[src/rtl/dac_spi_pkg.sv]
// Shared types and constants for the DAC SPI scheduler slice.
package dac_spi_pkg;

    typedef enum logic [1:0] {S_IDLE, S_START, S_BUSY, S_DONE} sched_state_t;

    localparam int DAC_DW = 12;

endpackage

[src/rtl/dac_spi_scheduler_if.sv]
// Word hand-off between the scheduler and the SPI DAC master (newd/data_in out, cs back).
interface dac_spi_scheduler_if
    import dac_spi_pkg::*;
#(
    parameter int DW = DAC_DW
);
    logic          spi_newd;
    logic [DW-1:0] spi_data;
    logic          spi_cs;

    modport master (output spi_newd, output spi_data, input spi_cs);
    modport slave  (input spi_newd, input spi_data, output spi_cs);

endinterface

[src/rtl/rr_arbiter.sv]
// Combinational round-robin pick: first pending request at or after ptr, wrapping.
module rr_arbiter #(
    parameter int N = 4
) (
    input  logic [N-1:0]         pend,
    input  logic [$clog2(N)-1:0] ptr,
    output logic [$clog2(N)-1:0] grant,
    output logic                 valid
);
    localparam int IW = $clog2(N);

    always_comb begin
        int idx;
        grant = '0;
        valid = 1'b0;
        idx   = 0;
        // Walk from the far end back to ptr so the nearest request is written last.
        for (int k = N - 1; k >= 0; k--) begin
            idx = (int'(ptr) + k) % N;
            if (pend[IW'(idx)]) begin
                valid = 1'b1;
                grant = IW'(idx);
            end
        end
    end

endmodule

[src/rtl/sync2.sv]
// Two-flop synchroniser with a selectable reset level.
module sync2 #(
    parameter bit RST_VAL = 1'b1
) (
    input  logic clk,
    input  logic rst,
    input  logic d,
    output logic q
);
    logic meta;

    always_ff @(posedge clk or negedge rst) begin
        if (!rst) begin
            meta <= RST_VAL;
            q    <= RST_VAL;
        end else begin
            meta <= d;
            q    <= meta;
        end
    end

endmodule

[src/rtl/dac_spi_scheduler.sv]
// Buffers one sample per channel, grants round-robin and sequences newd/cs with the SPI DAC master.
module dac_spi_scheduler
    import dac_spi_pkg::*;
#(
    parameter int NUM_CH    = 4,
    parameter int DW        = DAC_DW,
    parameter int START_TMO = 1024
) (
    input  logic                      clk,
    input  logic                      rst,
    input  logic [NUM_CH-1:0]         ch_req,
    input  logic [NUM_CH*DW-1:0]      ch_data,
    output logic [NUM_CH-1:0]         ch_ack,
    output logic [NUM_CH-1:0]         ch_ovr,
    dac_spi_scheduler_if.master       spi,
    output logic                      busy,
    output logic [$clog2(NUM_CH)-1:0] grant_id,
    output logic                      tmo_err
);
    localparam int IW = $clog2(NUM_CH);
    localparam int TW = $clog2(START_TMO + 1);

    logic [DW-1:0]     hold [NUM_CH];
    logic [NUM_CH-1:0] pend;
    logic [NUM_CH-1:0] in_service;
    logic [IW-1:0]     ptr;
    logic [IW-1:0]     arb_grant;
    logic              arb_valid;
    logic              cs_sync;
    logic [TW-1:0]     tmo_cnt;
    sched_state_t      state;
    logic              take;
    logic              tmo_hit;

    rr_arbiter #(.N(NUM_CH)) u_arb (
        .pend  (pend),
        .ptr   (ptr),
        .grant (arb_grant),
        .valid (arb_valid)
    );

    sync2 #(.RST_VAL(1'b1)) u_cs_sync (
        .clk (clk),
        .rst (rst),
        .d   (spi.spi_cs),
        .q   (cs_sync)
    );

    assign take    = (state == S_IDLE) && arb_valid;
    assign tmo_hit = (state == S_START) && cs_sync && (tmo_cnt == TW'(START_TMO - 1));

    // The channel whose word is (or is about to be) on the bus never flags an overrun.
    always_comb begin
        in_service = '0;
        if (take)
            in_service[arb_grant] = 1'b1;
        else if (state != S_IDLE)
            in_service[grant_id] = 1'b1;
    end

    // Later assignments win: a same-cycle request re-arms pend over a grant clear.
    always_ff @(posedge clk or negedge rst) begin
        if (!rst) begin
            pend   <= '0;
            ch_ovr <= '0;
            for (int i = 0; i < NUM_CH; i++)
                hold[i] <= '0;
        end else begin
            if (take)
                pend[arb_grant] <= 1'b0;
            if (tmo_hit)
                pend[grant_id] <= 1'b1;
            for (int i = 0; i < NUM_CH; i++) begin
                if (ch_req[i]) begin
                    hold[i] <= ch_data[i*DW +: DW];
                    pend[i] <= 1'b1;
                    if (pend[i] && !in_service[i])
                        ch_ovr[i] <= 1'b1;
                end
            end
        end
    end

    always_ff @(posedge clk or negedge rst) begin
        if (!rst) begin
            state        <= S_IDLE;
            ptr          <= '0;
            grant_id     <= '0;
            spi.spi_newd <= 1'b0;
            spi.spi_data <= '0;
            busy         <= 1'b0;
            ch_ack       <= '0;
            tmo_err      <= 1'b0;
            tmo_cnt      <= '0;
        end else begin
            ch_ack  <= '0;
            tmo_err <= 1'b0;
            case (state)
                S_IDLE: begin
                    if (arb_valid) begin
                        grant_id     <= arb_grant;
                        spi.spi_data <= hold[arb_grant];
                        ptr          <= (arb_grant == IW'(NUM_CH - 1)) ? '0 : arb_grant + IW'(1);
                        spi.spi_newd <= 1'b1;
                        busy         <= 1'b1;
                        tmo_cnt      <= '0;
                        state        <= S_START;
                    end
                end
                // newd stays up until the master's cs (seen through the synchroniser) falls.
                S_START: begin
                    if (!cs_sync) begin
                        spi.spi_newd <= 1'b0;
                        state        <= S_BUSY;
                    end else if (tmo_hit) begin
                        spi.spi_newd <= 1'b0;
                        tmo_err      <= 1'b1;
                        busy         <= 1'b0;
                        state        <= S_IDLE;
                    end else if (tmo_cnt != TW'(START_TMO)) begin
                        tmo_cnt <= tmo_cnt + TW'(1);
                    end
                end
                S_BUSY: begin
                    if (cs_sync) begin
                        ch_ack[grant_id] <= 1'b1;
                        state            <= S_DONE;
                    end
                end
                S_DONE: begin
                    busy  <= 1'b0;
                    state <= S_IDLE;
                end
                default: state <= S_IDLE;
            endcase
        end
    end

endmodule
[src/flat_wrapper.sv]
// flat-port wrapper written by rule: the top's interface ports become plain ports
module dac_spi_scheduler_flat import dac_spi_pkg::*;
#(
    parameter int NUM_CH    = 4,
    parameter int DW        = DAC_DW,
    parameter int START_TMO = 1024
)
  (clk, rst, ch_req, ch_data, ch_ack, ch_ovr, busy, grant_id, tmo_err, spi_spi_newd, spi_spi_data, spi_spi_cs);
  dac_spi_scheduler_if #(.DW(DW)) spi_i ();
  input  logic clk;
  input  logic rst;
  input  logic [NUM_CH-1:0] ch_req;
  input  logic [NUM_CH*DW-1:0] ch_data;
  output logic [NUM_CH-1:0] ch_ack;
  output logic [NUM_CH-1:0] ch_ovr;
  output logic busy;
  output logic [$clog2(NUM_CH)-1:0] grant_id;
  output logic tmo_err;
  output wire logic [$bits(spi_i.spi_newd)-1:0] spi_spi_newd;
  output wire logic [$bits(spi_i.spi_data)-1:0] spi_spi_data;
  input wire logic [$bits(spi_i.spi_cs)-1:0] spi_spi_cs;
  assign spi_spi_newd = spi_i.spi_newd;
  assign spi_spi_data = spi_i.spi_data;
  assign spi_i.spi_cs = spi_spi_cs;
  dac_spi_scheduler #(.NUM_CH(NUM_CH), .DW(DW), .START_TMO(START_TMO)) u_core (.clk(clk), .rst(rst), .ch_req(ch_req), .ch_data(ch_data), .ch_ack(ch_ack), .ch_ovr(ch_ovr), .spi(spi_i), .busy(busy), .grant_id(grant_id), .tmo_err(tmo_err));
endmodule
[config.mk]
export PLATFORM = sky130hd
export DESIGN_NAME = dac_spi_scheduler_flat
export DESIGN_NICKNAME = d
export VERILOG_FILES = /design/src/rtl/dac_spi_pkg.sv /design/src/rtl/dac_spi_scheduler_if.sv /design/src/rtl/rr_arbiter.sv /design/src/rtl/sync2.sv /design/src/rtl/dac_spi_scheduler.sv /design/src/flat_wrapper.sv
export SDC_FILE = /design/constraint.sdc
export NUM_CORES = 1
export LEC_CHECK = 0
export ABC_AREA = 1
export CORE_MARGIN = 3
export CORE_UTILIZATION = 53
export DETAILED_ROUTE_END_ITERATION = 10
export GPL_TIMING_DRIVEN = 1
export PLACE_DENSITY = 0.8
export SYNTH_ARGS = -nofsm -noshare
export SYNTH_HDL_FRONTEND = slang
export SYNTH_SLANG_ARGS = --single-unit
[constraint.sdc]
create_clock -name clk -period 2 [get_ports clk]
set_input_delay 0.4 -clock clk [delete_from_list [all_inputs] [get_ports clk]]
set_output_delay 0.4 -clock clk [all_outputs]
set_load 0.01 [all_outputs]
### Word level (Yosys, flattened, before mapping)

Cells that the tools add are included.

| cells by class | value |
|---|---|
| $add $sub $neg | 5 |
| order comparisons | 9 |
| eq/ne operators | 13 |
| multiplexer cells | 57 |
| bitwise logic cells | 4 |
| reduce and logical (&&, ||, !) cells | 26 |

Operator list:

| kind | number |
|---|---|
| 11-bit 2-to-1 mux | 4 |
| 1-bit 2-to-1 mux | 25 |
| 12-bit binary-select mux with 2-bit select | 1 |
| 12-bit 2-to-1 mux | 2 |
| 4-bit 2-to-1 mux | 6 |
| 11-bit one-hot mux with 2 select lines | 1 |
| 2-bit 2-to-1 mux | 9 |
| 2-bit by 4-bit < comparator with 1-bit output (second input constant) | 4 |
| 11-bit by 1-bit adder with 11-bit output (second input constant) | 1 |
| 11-bit by 10-bit == test with 1-bit output (second input constant) | 1 |
| 11-bit != test (second input constant) | 1 |
| 2-bit AND reduction | 5 |
| 1-bit logical AND | 9 |
| 1-bit binary-select mux with 2-bit select | 4 |
| 2-bit != test (second input constant) | 4 |
| 2-bit one-hot mux with 4 select lines | 1 |
| 2-bit == test (second input constant) | 3 |
| 2-bit by 3-bit < comparator with 1-bit output (second input constant) | 2 |
| 3-bit AND reduction | 2 |
| 5-bit AND reduction | 1 |
| 2-bit by 1-bit adder with 2-bit output (second input constant) | 2 |
| 2-bit adder (second input constant) | 2 |
| 4-bit bitwise AND | 1 |
| 1-bit demux with 2-bit select | 2 |
| 15 further kinds | 21 |

| storage, ports and cells | value |
|---|---|
| register bits after elaboration | 94 |
| output and inout port bits | 25 |

### Logic depth before layout (Yosys ltp)

| depth | value |
|---|---|
| depth in word-level cells | 18 |
| mapped depth | 16 |
| gate-level depth less buffers | 14 |

### Modules after synthesis

Synthesis repeated with hierarchy kept, for this count alone.

| unflattened totals | value |
|---|---|
| cells, all modules | 535 |
| area, all modules | 4550.6 um^2 |

By module, submodules not included:

| module | times used | cells each | area an instance (um^2) |
|---|---|---|---|
| dac_spi_scheduler | 1 | 489 | 4282.9 |
| rr_arbiter | 1 | 44 | 215.2 |
| sync2 | 1 | 2 | 52.6 |

### Worst setup path before layout

No wires, ideal clock.

| path | value |
|---|---|
| path type | flip-flop to flip-flop |
| from | reg u_core.ptr[0] |
| to | reg u_core.ch_ovr[1] |
| library setup time | 0.065 ns |
| data arrival time | 1.745 ns |
| data required time | 1.935 ns |
| setup slack | 0.190 ns |
| stages on the path, launching flop included | 15 |
| buffers on the path | 2 |
| period minus slack after synthesis | 1.810 ns |
| cell sequence | dfrtp_1 > buf_6 > inv_4 > nand2_1 > nand2_1 > inv_1 > o22ai_1 > nand2_1 > nand2_1 > nand2_1 > buf_2 > ha_1 > a21oi_1 > nand3_1 > nand2_1 |

| between the ends | value |
|---|---|
| longest elaborated chain between the ends | 16 |
| elaborated cells between the ends (all ways) | 33 |

Ends and longest elaborated chain:

| element | RTL line | source |
|---|---|---|
| start: declaration | dac_spi_scheduler.sv:26 | `logic [IW-1:0] ptr;` |
| start signal: assignment | dac_spi_scheduler.sv:103 | `ptr <= (arb_grant == IW'(NUM_CH - 1)) ? '0 : arb_grant + IW'(1);` |
| 2-bit adder | rr_arbiter.sv:19 | `idx = (int'(ptr) + k) % N;` |
| 1-bit binary-select mux with 2-bit select | rr_arbiter.sv:20 | `if (pend[IW'(idx)]) begin` |
| 1-bit 2-to-1 mux (implied by the code) (2 in a row) | rr_arbiter.sv:20 |  |
| 2-bit 2-to-1 mux (4 in a row) | rr_arbiter.sv:20 |  |
| 2-bit by 3-bit < comparator with 1-bit output (implied by the code) or 2-bit by 1-bit greater-or-equal comparator with 1-bit output (tied branches) | dac_spi_scheduler.sv:56 | `in_service[arb_grant] = 1'b1;` |
| 1-bit logical AND (implied by the code) | dac_spi_scheduler.sv:56 |  |
| 1-bit 2-to-1 mux (implied by the code) | dac_spi_scheduler.sv:56 |  |
| 1-bit demux with 2-bit select | - |  |
| 4-bit 2-to-1 mux * | dac_spi_scheduler.sv:55 | `if (take)` |
| 1-bit zero test * | dac_spi_scheduler.sv:77 | `if (pend[i] && !in_service[i])` |
| 1-bit logical AND * | dac_spi_scheduler.sv:77 |  |
| 2-bit AND reduction (no line) * | - |  |
| end signal: assignment | dac_spi_scheduler.sv:65 | `ch_ovr <= '0;` |
| end signal: indexed assignment | dac_spi_scheduler.sv:78 | `ch_ovr[i] <= 1'b1;` |
| end: declaration | dac_spi_scheduler.sv:14 | `output logic [NUM_CH-1:0] ch_ovr,` |

Every way passes the cells marked *; elsewhere a longest branch is shown, timed or not. The select of a mux whose other input is x is not followed.
A chain may end at the register's enable or synchronous reset.

### Final worst setup path

| path | value |
|---|---|
| from | reg u_core.ptr[0] |
| to | reg u_core.spi.spi_data[8] |

| between the ends | value |
|---|---|
| longest elaborated chain between the ends | 12 |
| elaborated cells between the ends (all ways) | 28 |

Ends and longest elaborated chain:

| element | RTL line | source |
|---|---|---|
| 2-bit adder | rr_arbiter.sv:19 |  |
| 1-bit binary-select mux with 2-bit select | rr_arbiter.sv:20 |  |
| 1-bit 2-to-1 mux (implied by the code) (2 in a row) | rr_arbiter.sv:20 |  |
| 2-bit 2-to-1 mux (4 in a row) | rr_arbiter.sv:20 |  |
| 2-bit inverter with 3-bit output (implied by the code) | dac_spi_scheduler.sv:102 | `spi.spi_data <= hold[arb_grant];` |
| 12-bit binary-select mux with 2-bit select | dac_spi_scheduler.sv:102 |  |
| 12-bit 2-to-1 mux (implied by the code) (2 in a row) | dac_spi_scheduler.sv:102 |  |
| end signal: assignment | dac_spi_scheduler.sv:102 |  |
| end: declaration | dac_spi_scheduler_if.sv:11 | `modport master (output spi_newd, output spi_data, input spi_cs);` |

Parallel ways exist; a longest one is shown, timed or not. The select of a mux whose other input is x is not followed.

==> results.cfg <==
[status]
status = finished, final reports clean

[setup_path]
crit_top_cell = nand2_1
worstPathMaxFanout = 11
crit_chain = inv_4 > nand2_1 > nand2_1 > nand2_1 > nand2_2 > nor2_1 > nor2_2 > nand2_4 > nand2_8 > buf_12 > nand2_1 > nand3_1 > nand2_1 > nand2_1 > nand2_1
crit_type = reg -> reg
critPathArrivalTime_ns = 2.20
crit_path_start_kind = flop
slowest_stage = dfrtp_2
worstSetupEndpointType = flop
crit_required_ns = 2.26
max_stage_delay_ns = 0.46

[drt]
dr.pass1.iters = 5
wl_mm = 11.9
dr_total_vias = 4125
via_per_inst = 5.24
drcViolationCount = 0
final_antenna_net_count = 0
drtIter0Drc = 226
routedWlPerCell_um = 15.1

[logic_synthesis]
synthSimpleGateAreaFrac = 0.277
synth_seq_cells = 94
synth-compound-area-share = 0.0924
synth_top_family_by_area = simple AND/OR/NAND/NOR gates
synthTopCellsByCount = nand2_1 (190), dfrtp_1 (92), inv_1 (78)
syn-num-nets = 637
synth_ff_type = dfrtp_1
synthDistinctLibCells = 36
netlist_instances = 579
synthTopCellsByArea = dfrtp_1 (50%), nand2_1 (16%), nand3_1 (6.9%), inv_1 (6.4%), o21ai_0 (5.7%)
synthAdderAreaFrac = 0.00818
netlist_area_mm2 = 0.00459
synthArstFlopShare = 1.00
yosysWarningCount = 0
synthMuxAreaShare = 0
syn_avg_cell_area_um2 = 7.93
ys_seq_area_frac = 0.513
synth_edf_count = 0
yosysMostFrequentCell = nand2_1
synth_top_area_share = 0.502
synth_top_area_cell = dfrtp_1
synth_xor_area_frac = 0.0134

[die]
die_width_um = 99.1
fp.dieArea_mm2 = 0.00981
io_pins = 80
die_h_um = 99.1
initial_core_util = 0.553
rows = 33
fp.coreArea_mm2 = 0.00830

[layout]
n_fill_cell = 634
synthToLayoutAreaGrowth_pct = 31.3
layout-drive-gt1-share = 0.136
layout.nets = 735
diodes = 0

[global_route]
use_met1 = 0.322
met2_usage = 0.401
track_usage = 0.241
grt_pass1_vias = 4124
grt_max_degree = 37
grt-ovfl-total = 0
grt_use_met3 = 0.0460
top_usage_layer = met2
antenna_found_initial = 0
grt_pass1_wl_mm = 19.0

[place]
portBuffers = 79
pre_cts_slack_ns = 0.0163
place_hpwl_mm = 8.38
gp_congestion = 0.860

[sta]
hold_violations = 0
finalWorstSetupSlack_ns = 0.0635
fin_crit_ns = 1.94
timing.fmax_mhz = 516
finalCritPeriodShare = 0.968
fin_tns_setup_ns = 0
tightest_slew_ns = 0.464
slew_viol_final = 0
finalSetupViolCount = 0
timing.slew.headroom = 0.691
skew_ns = 0.0121
holdWs_ns = 0.364

[power]
comb_power_share = 0.535
ir_drop_v = 0.000904
sequentialPowerShare = 0.296
power_leakage_uw = 0.00301
p_per_area_mw_per_mm2 = 1420
p_sw_uw = 3700
p_int_uw = 4880
swShare = 0.431
p_clk_frac = 0.169

[clock_network]
cts_num_sinks = 94
clk_latency_ns = 0.36
path_clk_slew_ns = 0.10
root_buffer = clkbuf_8
cts-htree-levels = 3
cts_buffer_depth = 2
cts_tree = built
cts_buffers = 9

[min_path]
hold_class = reg -> reg

[run]
cap_viol_max_count = 0
## area by class of cell
type	instances	area (um2)	share of cell area
Sequential cell	94	2360	0.391
Multi-Input combinational cell	382	1890	0.314
Timing Repair Buffer	108	1100	0.183
Inverter	82	310	0.0515
Tap cell	105	131	0.0218
Clock buffer	9	124	0.0206
Clock inverter	7	104	0.0172
## per-stage QoR
step / util / cell area [um2] / power [uW] / instances
4_1_cts: 0.701 / 5810 / 8020 / 778
3_3_place_gp: 0.671 / 5570 / 6400 / 761
6_report: 0.726 / 6020 / 8580 / 787
2_1_floorplan: - / 4590 / 5150 / 579
3_5_place_dp: 0.671 / 5570 / 6530 / 761
5_1_grt: 0.726 / 6020 / 9170 / 787
## logic make-up after synthesis
| kind of cell | count (synthesis) |
|---|---|
| XOR/XNOR | 7 |
| buffers and inverters | 103 |
| AO/OA/AOI/OAI | 76 |
| flip-flops | 94 |
| adder cells (fa/ha/maj) | 3 |
| AND/OR/NAND/NOR | 296 |
## flip-flops by register name, summed over array words and instances (netlist names), named ones only
register,count
u_core.hold,48
u_core.spi.spi_data,12
u_core.tmo_cnt,11
u_core.ch_ack,4
u_core.ch_ovr,4
u_core.pend,4
u_core.grant_id,2
u_core.ptr,2
u_core.busy,1
u_core.spi.spi_newd,1
u_core.state,1
u_core.tmo_err,1
u_core.u_cs_sync.meta,1
u_core.u_cs_sync.q,1
## power by group through the flow
stage               registers [uW]  logic (uW)  clock network (uW)
finish                        2540        4590                1450
global route                  2590        5050                1540
CTS                           2540        4010                1460
detailed placement            2570        3960                   0
global placement              2550        3850                   0
floorplan                     2540        2610                   0
## worst paths after layout
kind	startpoint	end	depth (start not counted)	slack [ns]
setup / recovery	u_core.ptr[0]$_DFFE_PN0P_	u_core.spi.spi_data[8]$_DFFE_PN0P_	15	0.06
hold / removal	u_core.u_cs_sync.meta$_DFF_PN1_	u_core.u_cs_sync.q$_DFF_PN1_	0	0.36
setup reg to reg	u_core.ptr[0]$_DFFE_PN0P_	u_core.spi.spi_data[8]$_DFFE_PN0P_	15	0.06
hold reg to reg	u_core.u_cs_sync.meta$_DFF_PN1_	u_core.u_cs_sync.q$_DFF_PN1_	0	0.36
max in group asynchronous	rst	u_core.spi.spi_data[0]$_DFFE_PN0P_	3	0.78
min in group asynchronous	rst	u_core.tmo_cnt[2]$_DFFE_PN0P_	2	0.52
## layout by cell type (no fill, tap or decap), drive strengths merged
master	instances
clkbuf	11
nor4	1
clkinvlp	2
a21boi	3
a21oi	5
nor3	8
nand3	64
dfstp	2
nand2	198
o22ai	1
dfrtp	92
or2	1
xor2	7
nand4	4
o21bai	2
inv	85
bufinv	2
buf	27
nor2	20
ha	3
a31oi	1
o21ai	62
o2111ai	1
o21a	1
dlygate4sd3	1
clkdlybuf4s50	78
## repair_timing
action / CTS / global route
cloned: 0 / 2
pin swaps: 0 / 6
resized for setup: 2 / 30
setup endpoints to repair: 4 / 31
setup buffers: 0 / 7
hold endpoints to repair: 28 / 0
hold buffers: 1 / 0
## layer usage
metal	up-vias	wire (um)
met5	-	0
met4	0	200
met3	21	759
met2	150	5840
met1	1939	5090
li1	2015	-
## critical path, delay by kind of cell, from the launching register on
kind	cells	cell delay [ns]
buf+inv	2	0.24
flops	1	0.46
simple gates	13	1.12
(Power assumes the default switching activity.)
